[src/rtl/clk_div_monitor.sv]
// -----------------------------------------------------------------------------
// clk_div_monitor
//
// Supervises the output of a programmable clock divider. Runs on the divider's
// source clock and treats the divided clock as an ordinary data input. The
// monitor measures its period and high time in source-clock cycles, compares
// the period against the expected divisor, and tracks lock and loss of clock.
//
// Ports
//   clk          source clock (the divider's input clock)
//   rst          asynchronous, active-low reset
//   en           monitor enable; low clears measurement state but not results
//   div_in       divided clock under test (asynchronous to the monitor logic)
//   exp_n        expected divisor in source-clock cycles
//   meas_period  last measured period
//   meas_high    last measured high time
//   meas_valid   one-cycle pulse when meas_period is updated
//   err          one-cycle pulse, with meas_valid, when the period != exp_n
//   locked       LOCK_CNT consecutive captured periods matched exp_n
//   timeout      no rising edge for 2^CNT_W-1 cycles; held until the next rise
// -----------------------------------------------------------------------------
module clk_div_monitor #(
  parameter int CNT_W       = 16,
  parameter int SYNC_STAGES = 2,
  parameter int LOCK_CNT    = 4
) (
  input  logic             clk,
  input  logic             rst,
  input  logic             en,
  input  logic             div_in,
  input  logic [CNT_W-1:0] exp_n,
  output logic [CNT_W-1:0] meas_period,
  output logic [CNT_W-1:0] meas_high,
  output logic             meas_valid,
  output logic             err,
  output logic             locked,
  output logic             timeout
);

  localparam logic [CNT_W-1:0] CNT_MAX  = '1;
  localparam logic [7:0]       LOCK_MAX = 8'(LOCK_CNT);

  logic [SYNC_STAGES-1:0] sync_q;
  logic                   s_d_q;
  logic [CNT_W-1:0]       exp_q;
  logic [CNT_W-1:0]       per_cnt_q, per_cnt_d;
  logic [CNT_W-1:0]       hi_cnt_q, hi_cnt_d;
  logic                   armed_q, armed_d;
  logic [7:0]             match_q, match_d;
  logic [CNT_W-1:0]       meas_period_q, meas_period_d;
  logic [CNT_W-1:0]       meas_high_q, meas_high_d;
  logic                   meas_valid_q, meas_valid_d;
  logic                   err_q, err_d;
  logic                   locked_q, locked_d;
  logic                   timeout_q, timeout_d;

  logic s, rise, fall, per_sat, exp_chg;

  assign s       = sync_q[SYNC_STAGES-1];
  assign rise    = s & ~s_d_q;
  assign fall    = ~s & s_d_q;
  assign per_sat = (per_cnt_q == CNT_MAX);
  assign exp_chg = (exp_n != exp_q);

  always_comb begin
    per_cnt_d     = per_cnt_q;
    hi_cnt_d      = hi_cnt_q;
    armed_d       = armed_q;
    match_d       = match_q;
    meas_period_d = meas_period_q;
    meas_high_d   = meas_high_q;
    meas_valid_d  = 1'b0;
    err_d         = 1'b0;
    timeout_d     = timeout_q;

    if (!en) begin
      per_cnt_d = '0;
      hi_cnt_d  = '0;
      armed_d   = 1'b0;
      match_d   = '0;
      timeout_d = 1'b0;
    end else begin
      if (rise) begin
        per_cnt_d = {{(CNT_W-1){1'b0}}, 1'b1};
        hi_cnt_d  = {{(CNT_W-1){1'b0}}, 1'b1};
        armed_d   = 1'b1;
        timeout_d = 1'b0;
        // A saturated period count is not a real measurement, so a rise that
        // lands on it only re-arms.
        if (armed_q && !per_sat) begin
          meas_period_d = per_cnt_q;
          meas_valid_d  = 1'b1;
          err_d         = (per_cnt_q != exp_n);
          if (per_cnt_q == exp_n) begin
            match_d = (match_q >= LOCK_MAX) ? LOCK_MAX : match_q + 8'd1;
          end else begin
            match_d = '0;
          end
        end
      end else begin
        if (!per_sat) begin
          per_cnt_d = per_cnt_q + 1'b1;
        end
        if (s && (hi_cnt_q != CNT_MAX)) begin
          hi_cnt_d = hi_cnt_q + 1'b1;
        end
        // Loss of clock: drop the lock and require a fresh arming rise.
        if (per_sat) begin
          timeout_d = 1'b1;
          armed_d   = 1'b0;
          match_d   = '0;
        end
      end

      if (fall) begin
        meas_high_d = hi_cnt_q;
      end

      // A new target divisor invalidates any lock history.
      if (exp_chg) begin
        match_d = '0;
      end
    end

    locked_d = (match_d == LOCK_MAX);
  end

  always_ff @(posedge clk or negedge rst) begin
    if (!rst) begin
      sync_q        <= '0;
      s_d_q         <= 1'b0;
      exp_q         <= '0;
      per_cnt_q     <= '0;
      hi_cnt_q      <= '0;
      armed_q       <= 1'b0;
      match_q       <= '0;
      meas_period_q <= '0;
      meas_high_q   <= '0;
      meas_valid_q  <= 1'b0;
      err_q         <= 1'b0;
      locked_q      <= 1'b0;
      timeout_q     <= 1'b0;
    end else begin
      sync_q        <= {sync_q[SYNC_STAGES-2:0], div_in};
      s_d_q         <= s;
      exp_q         <= exp_n;
      per_cnt_q     <= per_cnt_d;
      hi_cnt_q      <= hi_cnt_d;
      armed_q       <= armed_d;
      match_q       <= match_d;
      meas_period_q <= meas_period_d;
      meas_high_q   <= meas_high_d;
      meas_valid_q  <= meas_valid_d;
      err_q         <= err_d;
      locked_q      <= locked_d;
      timeout_q     <= timeout_d;
    end
  end

  assign meas_period = meas_period_q;
  assign meas_high   = meas_high_q;
  assign meas_valid  = meas_valid_q;
  assign err         = err_q;
  assign locked      = locked_q;
  assign timeout     = timeout_q;

endmodule
[config.mk]
export PLATFORM = sky130hd
export DESIGN_NAME = clk_div_monitor
export DESIGN_NICKNAME = d
export VERILOG_FILES = /design/src/rtl/clk_div_monitor.sv
export SDC_FILE = /design/constraint.sdc
export NUM_CORES = 1
export LEC_CHECK = 0
export ABC_AREA = 0
export BUFFER_PORTS_ARGS = -buffer_cell sky130_fd_sc_hd__buf_2
export CAP_MARGIN = 20
export CORE_MARGIN = 2
export CORE_UTILIZATION = 57
export CTS_BUF_LIST = sky130_fd_sc_hd__clkbuf_8
export CTS_CLUSTER_DIAMETER = 150
export DETAILED_ROUTE_END_ITERATION = 7
export GPL_ROUTABILITY_DRIVEN = 1
export PLACE_DENSITY = 0.78
export SYNTH_ARGS = -nofsm -noshare
export SYNTH_HDL_FRONTEND = slang
export SYNTH_SLANG_ARGS = --single-unit
[constraint.sdc]
create_clock -name clk -period 5.05 [get_ports clk]
set_input_delay 0.2525 -clock clk [delete_from_list [all_inputs] [get_ports clk]]
set_output_delay 0.2525 -clock clk [all_outputs]
set_load 0.02 [all_outputs]
==> results of run 1 <==
[worst max-delay path: cells and delay by family, from the launching register on]
family,cells,cell delay [ns]
multiplexers,1,0.37
AND/OR/NAND/NOR,4,1.25
flip-flops,1,0.47
adder cells (fa/ha/maj),1,0.25
[layout make-up]
cell class / count / area, µm² / share of cell area
clock inverter: 6 / 61.3 / 0.0126
clock buffer: 9 / 124 / 0.0255
multi-input combinational: 261 / 1770 / 0.364
tap: 99 / 124 / 0.0255
timing repair buffer: 59 / 333 / 0.0684
sequential: 96 / 2400 / 0.494
inverter: 13 / 48.8 / 0.0100
[logic make-up after synthesis]
logic type / share of synthesized area
multiplexers: 0.0737
flip-flops: 0.557
AND/OR/NAND/NOR: 0.166
buffers and inverters: 0.0322
XOR/XNOR: 0.114
adder cells (fa/ha/maj): 0.0116
AO/OA/AOI/OAI: 0.0455
[metrics by stage]
step | cells | setup slack, ns | util
global route | 543 | 2.47 | 0.667
CTS | 542 | 2.62 | 0.664
global placement | 525 | 2.71 | 0.635
detailed placement | 525 | 2.63 | 0.635
floorplan | 384 | 2.89 | -
finish | 543 | 2.59 | 0.667
[repair_timing]
item / 4_1_cts / 5_1_grt
setup endpoints to repair: 0 / 0
endpoints found under the hold margin: 19 / 0
hold buffers: 2 / 0
[worst min path at each step]
stage                endpoint  slack (ns)  depth (start not counted)  startpoint
detailed placement   exp_q[9]        0.13                          1         rst
global placement     exp_q[2]        0.13                          1         rst
global route        exp_q[10]        0.03                          1   exp_n[10]
finish              exp_q[10]        0.03                          1   exp_n[10]
floorplan             armed_q       -0.04                          0         rst
CTS                 exp_q[10]        0.03                          1   exp_n[10]
[flip-flops by register name (all words and copies together), names as in the netlist]
name         flops
s_d_q            1
err              1
match_q          8
armed_q          1
exp_q           16
sync_q           2
timeout          1
locked           1
meas_period     16
meas_high       16
per_cnt_q       16
meas_valid       1
hi_cnt_q        16
[power by group]
group | switching (W) | internal, W
clock | 0.000261 | 0.000224
sequential | 0.0000143 | 0.000785
combinational | 0.0000601 | 0.0000412
total | 0.000335 | 0.00105
[synth_stat cells (2+ instances only)]
library cell  instances  share of area
nand4_1              18          0.026
and4_1                3         0.0061
o21ai_0              12          0.014
xor2_1                4         0.0081
nand3_1              18          0.021
nand2b_1              3         0.0044
dfrtp_1              96           0.56
nand2_1              20          0.017
nor3_1               11          0.013
a32oi_1               2         0.0041
mux2_4               10          0.035
ha_1                  4          0.012
a21boi_0              2         0.0035
or3_1                 5         0.0073
clkbuf_1              5         0.0044
mux2_1                2         0.0052
nor2b_1               2         0.0029
nor4_1                5         0.0073
mux2_2               12          0.031
inv_1                13          0.011
and2_1                4         0.0058
xnor2_1              52           0.11
a21oi_1              12          0.014
buf_2                 5         0.0058
nor2_1               47          0.041
buf_6                 2         0.0052
[routing by layer]
metal | share of wire | vias to the layer above | GRT usage
met5 | 0 | - | 0
met4 | 0.021 | 0 | 0.0985
met3 | 0.045 | 17 | 0.0473
met2 | 0.48 | 79 | 0.349
met1 | 0.45 | 1474 | 0.307
li1 | - | 1430 | -
==> impl_metrics.env, run 1 <==
export IMPL_status="finished clean"
export IMPL_clockBufferDepth=2
export IMPL_hp_class="input pin to flop"
export IMPL_grt_pass1_vias=3041
export IMPL_grt_first_pass_wirelength_um=14700
export IMPL_hpwlAfterDp_um=5990
export IMPL_nets=464
export IMPL_tightest_slew_ns=0.963
export IMPL_cts_max_level=3
export IMPL_io_pins=56
export IMPL_dieArea_um2=8280
export IMPL_layout_commonest_cell="dfrtp_1"
export IMPL_reg2reg_to="meas_period[0]"
export IMPL_start_kind="flop"
export IMPL_synthToLayoutAreaGrowth_pct=12.8
export IMPL_ys_types=41
export IMPL_rsz0062_at_grt="false"
export IMPL_cellPowerDensity_nw_per_um2=285
export IMPL_crit_path_end_kind="flop"
export IMPL_synth_edf_count=0
export IMPL_antenna_found_initial=0
export IMPL_min_period_over_period=0.487
export IMPL_critPathSlowestCell="or4_4"
export IMPL_wl_per_cell_um=16.2
export IMPL_clock_skew_ns=0.0158
export IMPL_cts_inserted_buffers=9
export IMPL_syn_num_nets=408
export IMPL_root_buffer="clkbuf_8"
export IMPL_hold_viol=0
export IMPL_slew_headroom=0.358
export IMPL_globalplace_congestion=0.840
export IMPL_ys_seq_area_frac=0.557
export IMPL_antennaDiodeCount=0
export IMPL_period_minus_slack_ns=2.46
export IMPL_die_w_um=91
export IMPL_drc_errors=0
export IMPL_detail_route_vias_per_cell=5.52
export IMPL_initial_core_util=0.592
export IMPL_crit_reg2reg_launch="per_cnt_q[0]"
export IMPL_core_area_um2=7290
export IMPL_async_flop_share=1.00
export IMPL_ys_flop_type="dfrtp_1"
export IMPL_drt_pass1_iter_count=4
export IMPL_p_leak_nw=2.20
export IMPL_num_rows=31
export IMPL_ir_worst_vdd_uv=141
export IMPL_nFillCells=540
export IMPL_syn_cell_area_um2=4310
export IMPL_gr_total_overflow=0
export IMPL_cts_sinks=96
export IMPL_place_area_um2=4630
export IMPL_clkSlewWorstSetupHoldPaths_ns=0.10
export IMPL_slew_violations=0
export IMPL_routed_wl_um=8820
export IMPL_drt_first_iter_violations=200
export IMPL_crit_required_ns=5.31
export IMPL_critPathMaxFanout=21
export IMPL_clock_latency_ns=0.37
export IMPL_fin_hold_ws_ns=0.0335
export IMPL_antenna_left=0
export IMPL_finalSetupTns_ns=0
export IMPL_track_usage=0.224
export IMPL_startpoint="per_cnt_q[0]"
export IMPL_grt_max_degree=79
export IMPL_fin_total_pwr_w=0.00139
export IMPL_ff2ff_setup_slack_ns=2.59
export IMPL_cts_resized=0
export IMPL_cpPeakStageDelay_ns=0.60
export IMPL_avgSynthCellArea_um2=11.2
export IMPL_fp_dieH_um=91
export IMPL_portBuffers=55
export IMPL_post_cts_buffers=0
export IMPL_final_cell_area_um2=4870
export IMPL_vias=3000
export IMPL_layout_common_cells="dfrtp_1 (96), buf_2 (54), xnor2_1 (52), nor2_1 (47), nand2_1 (20)"
export IMPL_crit_type="flop to flop"
export IMPL_rr_worst_depth=6
export IMPL_cts_tree="done"
export IMPL_yosys_warnings=0
export IMPL_path_cells="ha_1, nand3_1, or4_4, and3_4, nand2_4, mux2_2"
export IMPL_syn_inst=384
export IMPL_arrival_ns=2.72
export IMPL_final_layout_size_suffix_gt1_frac=0.223
export IMPL_max_freq_ghz=0.406
export IMPL_crit_path_end="meas_period[0]"
export IMPL_ys_seq_elements=96
export IMPL_setup_viol=0
export IMPL_maxCapViolCount=0
Note: power is estimated with default switching activity, not from simulation.
==> inputs of run 2 (changes only) <==
==> constraint.sdc (replaced) <==
create_clock -name clk -period 2.45 [get_ports clk]
set_input_delay 0.1225 -clock clk [delete_from_list [all_inputs] [get_ports clk]]
set_output_delay 0.1225 -clock clk [all_outputs]
set_load 0.02 [all_outputs]
==> run 2 against run 1 <==
Net effect:
- global-route usage rose by 1.3 points
- first-iteration DRC count fell by 12%
- die area did not move
- highest routed layer unchanged
==> impl_metrics.env, run 2 (synthesis results as in run 1) <==
export IMPL_portBuffers=55
export IMPL_p_leak_nw=2.33
export IMPL_routedLengthMet1_um=4200
export IMPL_detail_route_vias_per_cell=5.45
export IMPL_layout_common_cells="dfrtp_1 (96), buf_2 (54), xnor2_1 (52), nor2_1 (47), nand2_1 (20)"
export IMPL_clock_latency_ns=0.36
export IMPL_clkSlewWorstSetupHoldPaths_ns=0.10
export IMPL_io_pins=56
export IMPL_tightest_slew_ns=0.598
export IMPL_hold_viol=0
export IMPL_cts_sinks=96
export IMPL_clockBufferDepth=2
export IMPL_root_buffer="clkbuf_8"
export IMPL_route_top_layer_used="met4"
export IMPL_period_minus_slack_ns=2.26
export IMPL_final_layout_size_suffix_gt1_frac=0.238
export IMPL_cpPeakStageDelay_ns=0.59
export IMPL_finalSetupTns_ns=0
export IMPL_num_rows=31
export IMPL_path_cells="nand4_2, or4_4, and3_4, nand2_4, mux2_2"
export IMPL_layout_commonest_cell="dfrtp_1"
export IMPL_critPathMaxFanout=21
export IMPL_ir_worst_vdd_uv=313
export IMPL_cts_resized=0
export IMPL_wl_met3_um=403
export IMPL_gr_total_overflow=0
export IMPL_wl_per_cell_um=15.9
export IMPL_status="finished clean"
export IMPL_setup_ws_ns=0.194
export IMPL_hp_class="input pin to flop"
export IMPL_min_period_over_period=0.921
export IMPL_antenna_found_initial=0
export IMPL_nFillCells=548
export IMPL_clock_skew_ns=0.0102
export IMPL_wl_met2_um=4390
export IMPL_drc_errors=0
export IMPL_antennaDiodeCount=0
export IMPL_fp_dieH_um=91
export IMPL_drt_first_iter_violations=177
export IMPL_slew_headroom=0.600
export IMPL_max_freq_ghz=0.443
export IMPL_vias=3124
export IMPL_globalplace_congestion=0.876
export IMPL_fin_hold_ws_ns=0.0996
export IMPL_crit_path_end_kind="flop"
export IMPL_cts_tree="done"
export IMPL_dieArea_um2=8280
export IMPL_cts_inserted_buffers=9
export IMPL_track_usage=0.238
export IMPL_grt_first_pass_wirelength_um=15500
export IMPL_rsz0062_at_grt="false"
export IMPL_place_ws_ns=0.227
export IMPL_crit_required_ns=2.70
export IMPL_core_area_um2=7290
export IMPL_arrival_ns=2.50
export IMPL_synthToLayoutAreaGrowth_pct=19.0
export IMPL_die_w_um=91
export IMPL_start_kind="flop"
export IMPL_routed_wl_um=9120
export IMPL_cts_max_level=3
export IMPL_initial_core_util=0.592
export IMPL_setup_viol=0
export IMPL_grt_max_degree=51
export IMPL_cellPowerDensity_nw_per_um2=570
export IMPL_grt_pass1_vias=3194
export IMPL_critPathSlowestCell="or4_4"
export IMPL_slew_violations=0
export IMPL_nets=493
export IMPL_post_cts_buffers=0
export IMPL_drt_pass1_iter_count=4
export IMPL_hpwlAfterDp_um=6370
export IMPL_crit_type="flop to flop"
export IMPL_antenna_left=0
export IMPL_maxCapViolCount=0
run 2: cell types whose count changed in the layout (fill, tap and decap cells not counted), sizes merged:
cell | previous run | this run
clkinvlp | 1 | 3
clkinv | 4 | 1
dlygate4sd3 | 2 | 18
buf | 57 | 70
inv | 13 | 15
run 2: cell type report:
class                      instances  area [µm²]  share of cell area
clock buffer                       9         124              0.0241
clock inverter                     7        78.8              0.0154
inverter                          13        48.8             0.00951
multi-input combinational        261        1770               0.345
sequential                        96        2400               0.468
tap                               99         124              0.0241
timing repair buffer              88         583               0.114
run 2: through the flow:
step	area (µm²)	std cells	util	power, W
after detailed placement	4750	539	0.652	0.00189
after global placement	4750	539	0.652	0.00188
after CTS	5130	573	0.704	0.00295
final	5130	573	0.704	0.00293
after floorplan	4310	384	-	0.00178
after global routing	5130	573	0.704	0.00305
run 2: path summary, 6_finish.rpt:
check / startpoint / to / slack (ns) / cells after the start
worst max-delay path: per_cnt_q[6] / meas_period[0] / 0.19 / 5
worst min-delay path: en / hi_cnt_q[0] / 0.1 / 2
worst max register to register: per_cnt_q[6] / meas_period[0] / 0.19 / 5
worst min register to register: sync_q[0] / sync_q[1] / 0.37 / 0
max in group asynchronous: rst / hi_cnt_q[11] / 1.48 / 3
min in group asynchronous: rst / exp_q[2] / 0.29 / 2
run 2: timing repair:
| action | 4_1_cts | 5_1_grt |
|---|---|---|
| endpoints found under the hold margin | 63 | 0 |
| setup endpoints to repair | 0 | 0 |
| hold buffers | 18 | 0 |
run 2: report_power, final:
part           internal [W]  switching [W]
clock              0.000480       0.000569
combinational      0.000103       0.000132
sequential          0.00162      0.0000232
total               0.00220       0.000725
run 2: critical path, delay by kind of cell, from the launching register on:
family | cells | cell delay, ns
flip-flops | 1 | 0.48
multiplexers | 1 | 0.38
AND/OR/NAND/NOR | 4 | 1.27
run 2: per-layer routing:
layer | up-vias | global-route usage
li1 | 1480 | -
met5 | - | 0
met2 | 77 | 0.380
met1 | 1557 | 0.329
met4 | 0 | 0.0795
met3 | 10 | 0.0490
==> inputs of run 3 (changes only) <==
--- a/config.mk
+++ b/config.mk
@@ -5,16 +5,18 @@
 export SDC_FILE = /design/constraint.sdc
 export NUM_CORES = 1
 export LEC_CHECK = 0
-export ABC_AREA = 0
+export ABC_AREA = 1
 export BUFFER_PORTS_ARGS = -buffer_cell sky130_fd_sc_hd__buf_2
 export CAP_MARGIN = 20
+export CELL_PAD_IN_SITES_DETAIL_PLACEMENT = 0
+export CELL_PAD_IN_SITES_GLOBAL_PLACEMENT = 1
 export CORE_MARGIN = 2
-export CORE_UTILIZATION = 57
+export CORE_UTILIZATION = 45
 export CTS_BUF_LIST = sky130_fd_sc_hd__clkbuf_8
 export CTS_CLUSTER_DIAMETER = 150
 export DETAILED_ROUTE_END_ITERATION = 7
 export GPL_ROUTABILITY_DRIVEN = 1
-export PLACE_DENSITY = 0.78
+export PLACE_DENSITY = 0.81
 export SYNTH_ARGS = -nofsm -noshare
 export SYNTH_HDL_FRONTEND = slang
 export SYNTH_SLANG_ARGS = --single-unit
==> run 3 against run 2 <==
Net effect:
- clock power increased by 17%
- critical path depth increased by 6
- clock skew is 0.0074 ns higher
- critical path type unchanged
- global-route usage shrank 2.7 points
- highest routed layer unchanged
==> impl_metrics.env, run 3 <==
export IMPL_critPathSlowestCell="dfrtp_1"
export IMPL_slew_violations=0
export IMPL_start_kind="flop"
export IMPL_hp_class="input pin to flop"
export IMPL_clock_skew_ns=0.0176
export IMPL_synth_commonest_cells="nand2_1 (174), dfrtp_1 (96), inv_1 (78), nor2_1 (50), o21ai_0 (36)"
export IMPL_drt_pass1_iter_count=7
export IMPL_hpwlAfterDp_um=8350
export IMPL_cellPowerDensity_nw_per_um2=580
export IMPL_whs_endpoint="hi_cnt_q[13]"
export IMPL_ff2ff_setup_slack_ns=0.48
export IMPL_routed_wl_um=11100
export IMPL_async_flop_share=1.00
export IMPL_setup_viol=0
export IMPL_critical_path_top_delay_family="simple AND/OR/NAND/NOR gates"
export IMPL_final_layout_size_suffix_gt1_frac=0.192
export IMPL_min_delay_start="en"
export IMPL_post_cts_buffers=0
export IMPL_arrival_ns=2.23
export IMPL_io_pins=56
export IMPL_crit_reg2reg_launch="per_cnt_q[0]"
export IMPL_layout_common_cells="nand2_1 (174), dfrtp_1 (96), inv_1 (78), buf_2 (54), nor2_1 (50)"
export IMPL_grt_max_degree=63
export IMPL_finalSetupTns_ns=0
export IMPL_ys_seq_area_frac=0.499
export IMPL_place_ws_ns=0.473
export IMPL_setup_ws_ns=0.480
export IMPL_critPathMaxFanout=32
export IMPL_final_cell_area_um2=5660
export IMPL_maxCapViolCount=0
export IMPL_ir_worst_vdd_uv=278
export IMPL_yosys_warnings=0
export IMPL_grt_first_pass_wirelength_um=19000
export IMPL_dpl_cell_count=784
export IMPL_avgSynthCellArea_um2=8.05
export IMPL_tightest_slew_ns=0.466
export IMPL_p_leak_nw=2.77
export IMPL_vias=3989
export IMPL_syn_inst=598
export IMPL_drt_first_iter_violations=150
export IMPL_ys_seq_elements=96
export IMPL_hold_viol=0
export IMPL_rr_worst_depth=11
export IMPL_min_period_over_period=0.804
export IMPL_hold_path_depth=3
export IMPL_portBuffers=55
export IMPL_cts_resized=0
export IMPL_drc_errors=0
export IMPL_syn_num_nets=622
export IMPL_cts_sinks=96
export IMPL_dieArea_um2=11500
export IMPL_globalplace_congestion=0.851
export IMPL_ys_flop_type="dfrtp_1"
export IMPL_path_cells="ha_1, nand3_2, inv_2, nand2_2, nor2_4, nor3_4, inv_4, nor2_4, inv_4, nand2_1, o21ai_2"
export IMPL_clockBufferDepth=2
export IMPL_initial_core_util=0.464
export IMPL_ys_types=37
export IMPL_crit_path_end_kind="flop"
export IMPL_gr_total_overflow=0
export IMPL_crit_required_ns=2.71
export IMPL_yosysTopAreaCellShare=0.499
export IMPL_reg2reg_to="meas_period[11]"
export IMPL_rsz0062_at_grt="false"
export IMPL_root_buffer="clkbuf_8"
export IMPL_max_freq_ghz=0.508
export IMPL_nets=701
export IMPL_final_cells=818
export IMPL_synthTopCellsByArea="dfrtp_1 (50%), nand2_1 (14%), inv_1 (6.1%), nor2_1 (3.9%), o21ai_0 (3.7%)"
export IMPL_antenna_left=0
export IMPL_cpPeakStageDelay_ns=0.42
export IMPL_antenna_found_initial=0
export IMPL_grt_pass1_vias=3906
export IMPL_synth_most_common_cell="nand2_1"
export IMPL_cts_max_level=3
export IMPL_place_area_um2=5240
export IMPL_track_usage=0.211
export IMPL_fp_dieH_um=107
export IMPL_detail_route_vias_per_cell=4.88
export IMPL_status="finished clean"
export IMPL_cts_tree="done"
export IMPL_nFillCells=983
export IMPL_die_w_um=107
export IMPL_crit_type="flop to flop"
export IMPL_num_rows=37
export IMPL_syn_cell_area_um2=4810
export IMPL_period_minus_slack_ns=1.97
export IMPL_synthToLayoutAreaGrowth_pct=17.5
export IMPL_clock_latency_ns=0.37
export IMPL_slew_headroom=0.690
export IMPL_clkSlewWorstSetupHoldPaths_ns=0.10
export IMPL_yosys_area_top_type="dfrtp_1"
export IMPL_wl_per_cell_um=13.6
export IMPL_fin_total_pwr_w=0.00328
export IMPL_antennaDiodeCount=0
export IMPL_core_area_um2=10400
export IMPL_hold_buffers=18
export IMPL_worstSetupPathDepth=11
export IMPL_synth_edf_count=0
export IMPL_layout_commonest_cell="nand2_1"
export IMPL_cts_inserted_buffers=9
export IMPL_crit_buf_inv=3
run 3: cell types whose count changed in the layout (fill, tap and decap cells not counted), sizes merged, moves of 7 or more:
cell / previous run / this run
inv: 15 / 93
a21oi: 12 / 25
mux2: 24 / 2
nand4: 19 / 12
nor2: 47 / 63
nor3: 11 / 19
nand2: 21 / 181
buf: 70 / 59
o21ai: 14 / 58
xnor2: 52 / 4
run 3: cell families after synthesis:
family,count (synthesis),share of synthesized area
muxes,2,0.00468
xor gates and xnor gates,8,0.0146
buffers and inverters,101,0.0868
DFF,96,0.499
AOI/OAI and AO/OA,90,0.104
adders and majority gates,4,0.0104
and+or+nand+nor,297,0.280
run 3: where the power goes:
part | switching (W) | internal (W)
clock network | 0.000589 | 0.000639
logic | 0.000239 | 0.000130
registers | 0.0000345 | 0.00165
run 3: how the worst max path moves through the flow:
stage / from / endpoint / slack (ns)
floorplan: per_cnt_q[0] / meas_period[8] / 0.69
global placement: per_cnt_q[0] / meas_period[8] / 0.56
detailed placement: per_cnt_q[0] / meas_period[11] / 0.47
CTS: per_cnt_q[0] / meas_period[11] / 0.46
global route: per_cnt_q[13] / locked / 0.29
finish: per_cnt_q[0] / meas_period[11] / 0.48
run 3: per-layer routing:
layer  track usage  routed length (µm)  share of wire
met1         0.276                5070           0.46
met2         0.362                5590           0.50
met3        0.0248                 264          0.024
met4        0.0723                 170          0.015
met5             0                   0              0
run 3: layout make-up:
type / count / area [µm²] / share of cell area
clock buffers: 11 / 151 / 0.0268
clock inverters: 5 / 86.3 / 0.0153
flip-flops and latches: 96 / 2400 / 0.425
inverters: 92 / 353 / 0.0624
well taps: 136 / 170 / 0.0301
multi-input cells: 401 / 1990 / 0.352
repair buffers: 77 / 500 / 0.0885
run 3: per-stage QoR:
stage	hold WS, ns	utilization
floorplan	-0.173	-
CTS	0.0954	0.545
global route	0.135	0.545
detailed placement	0.114	0.505
finish	0.116	0.545
global placement	0.115	0.505
run 3: worst min-delay path, delay by kind of cell:
kind	cells	cell delay (ns)
simple gates	1	0.09
compound gates	1	0.08
buf+inv	1	0.14
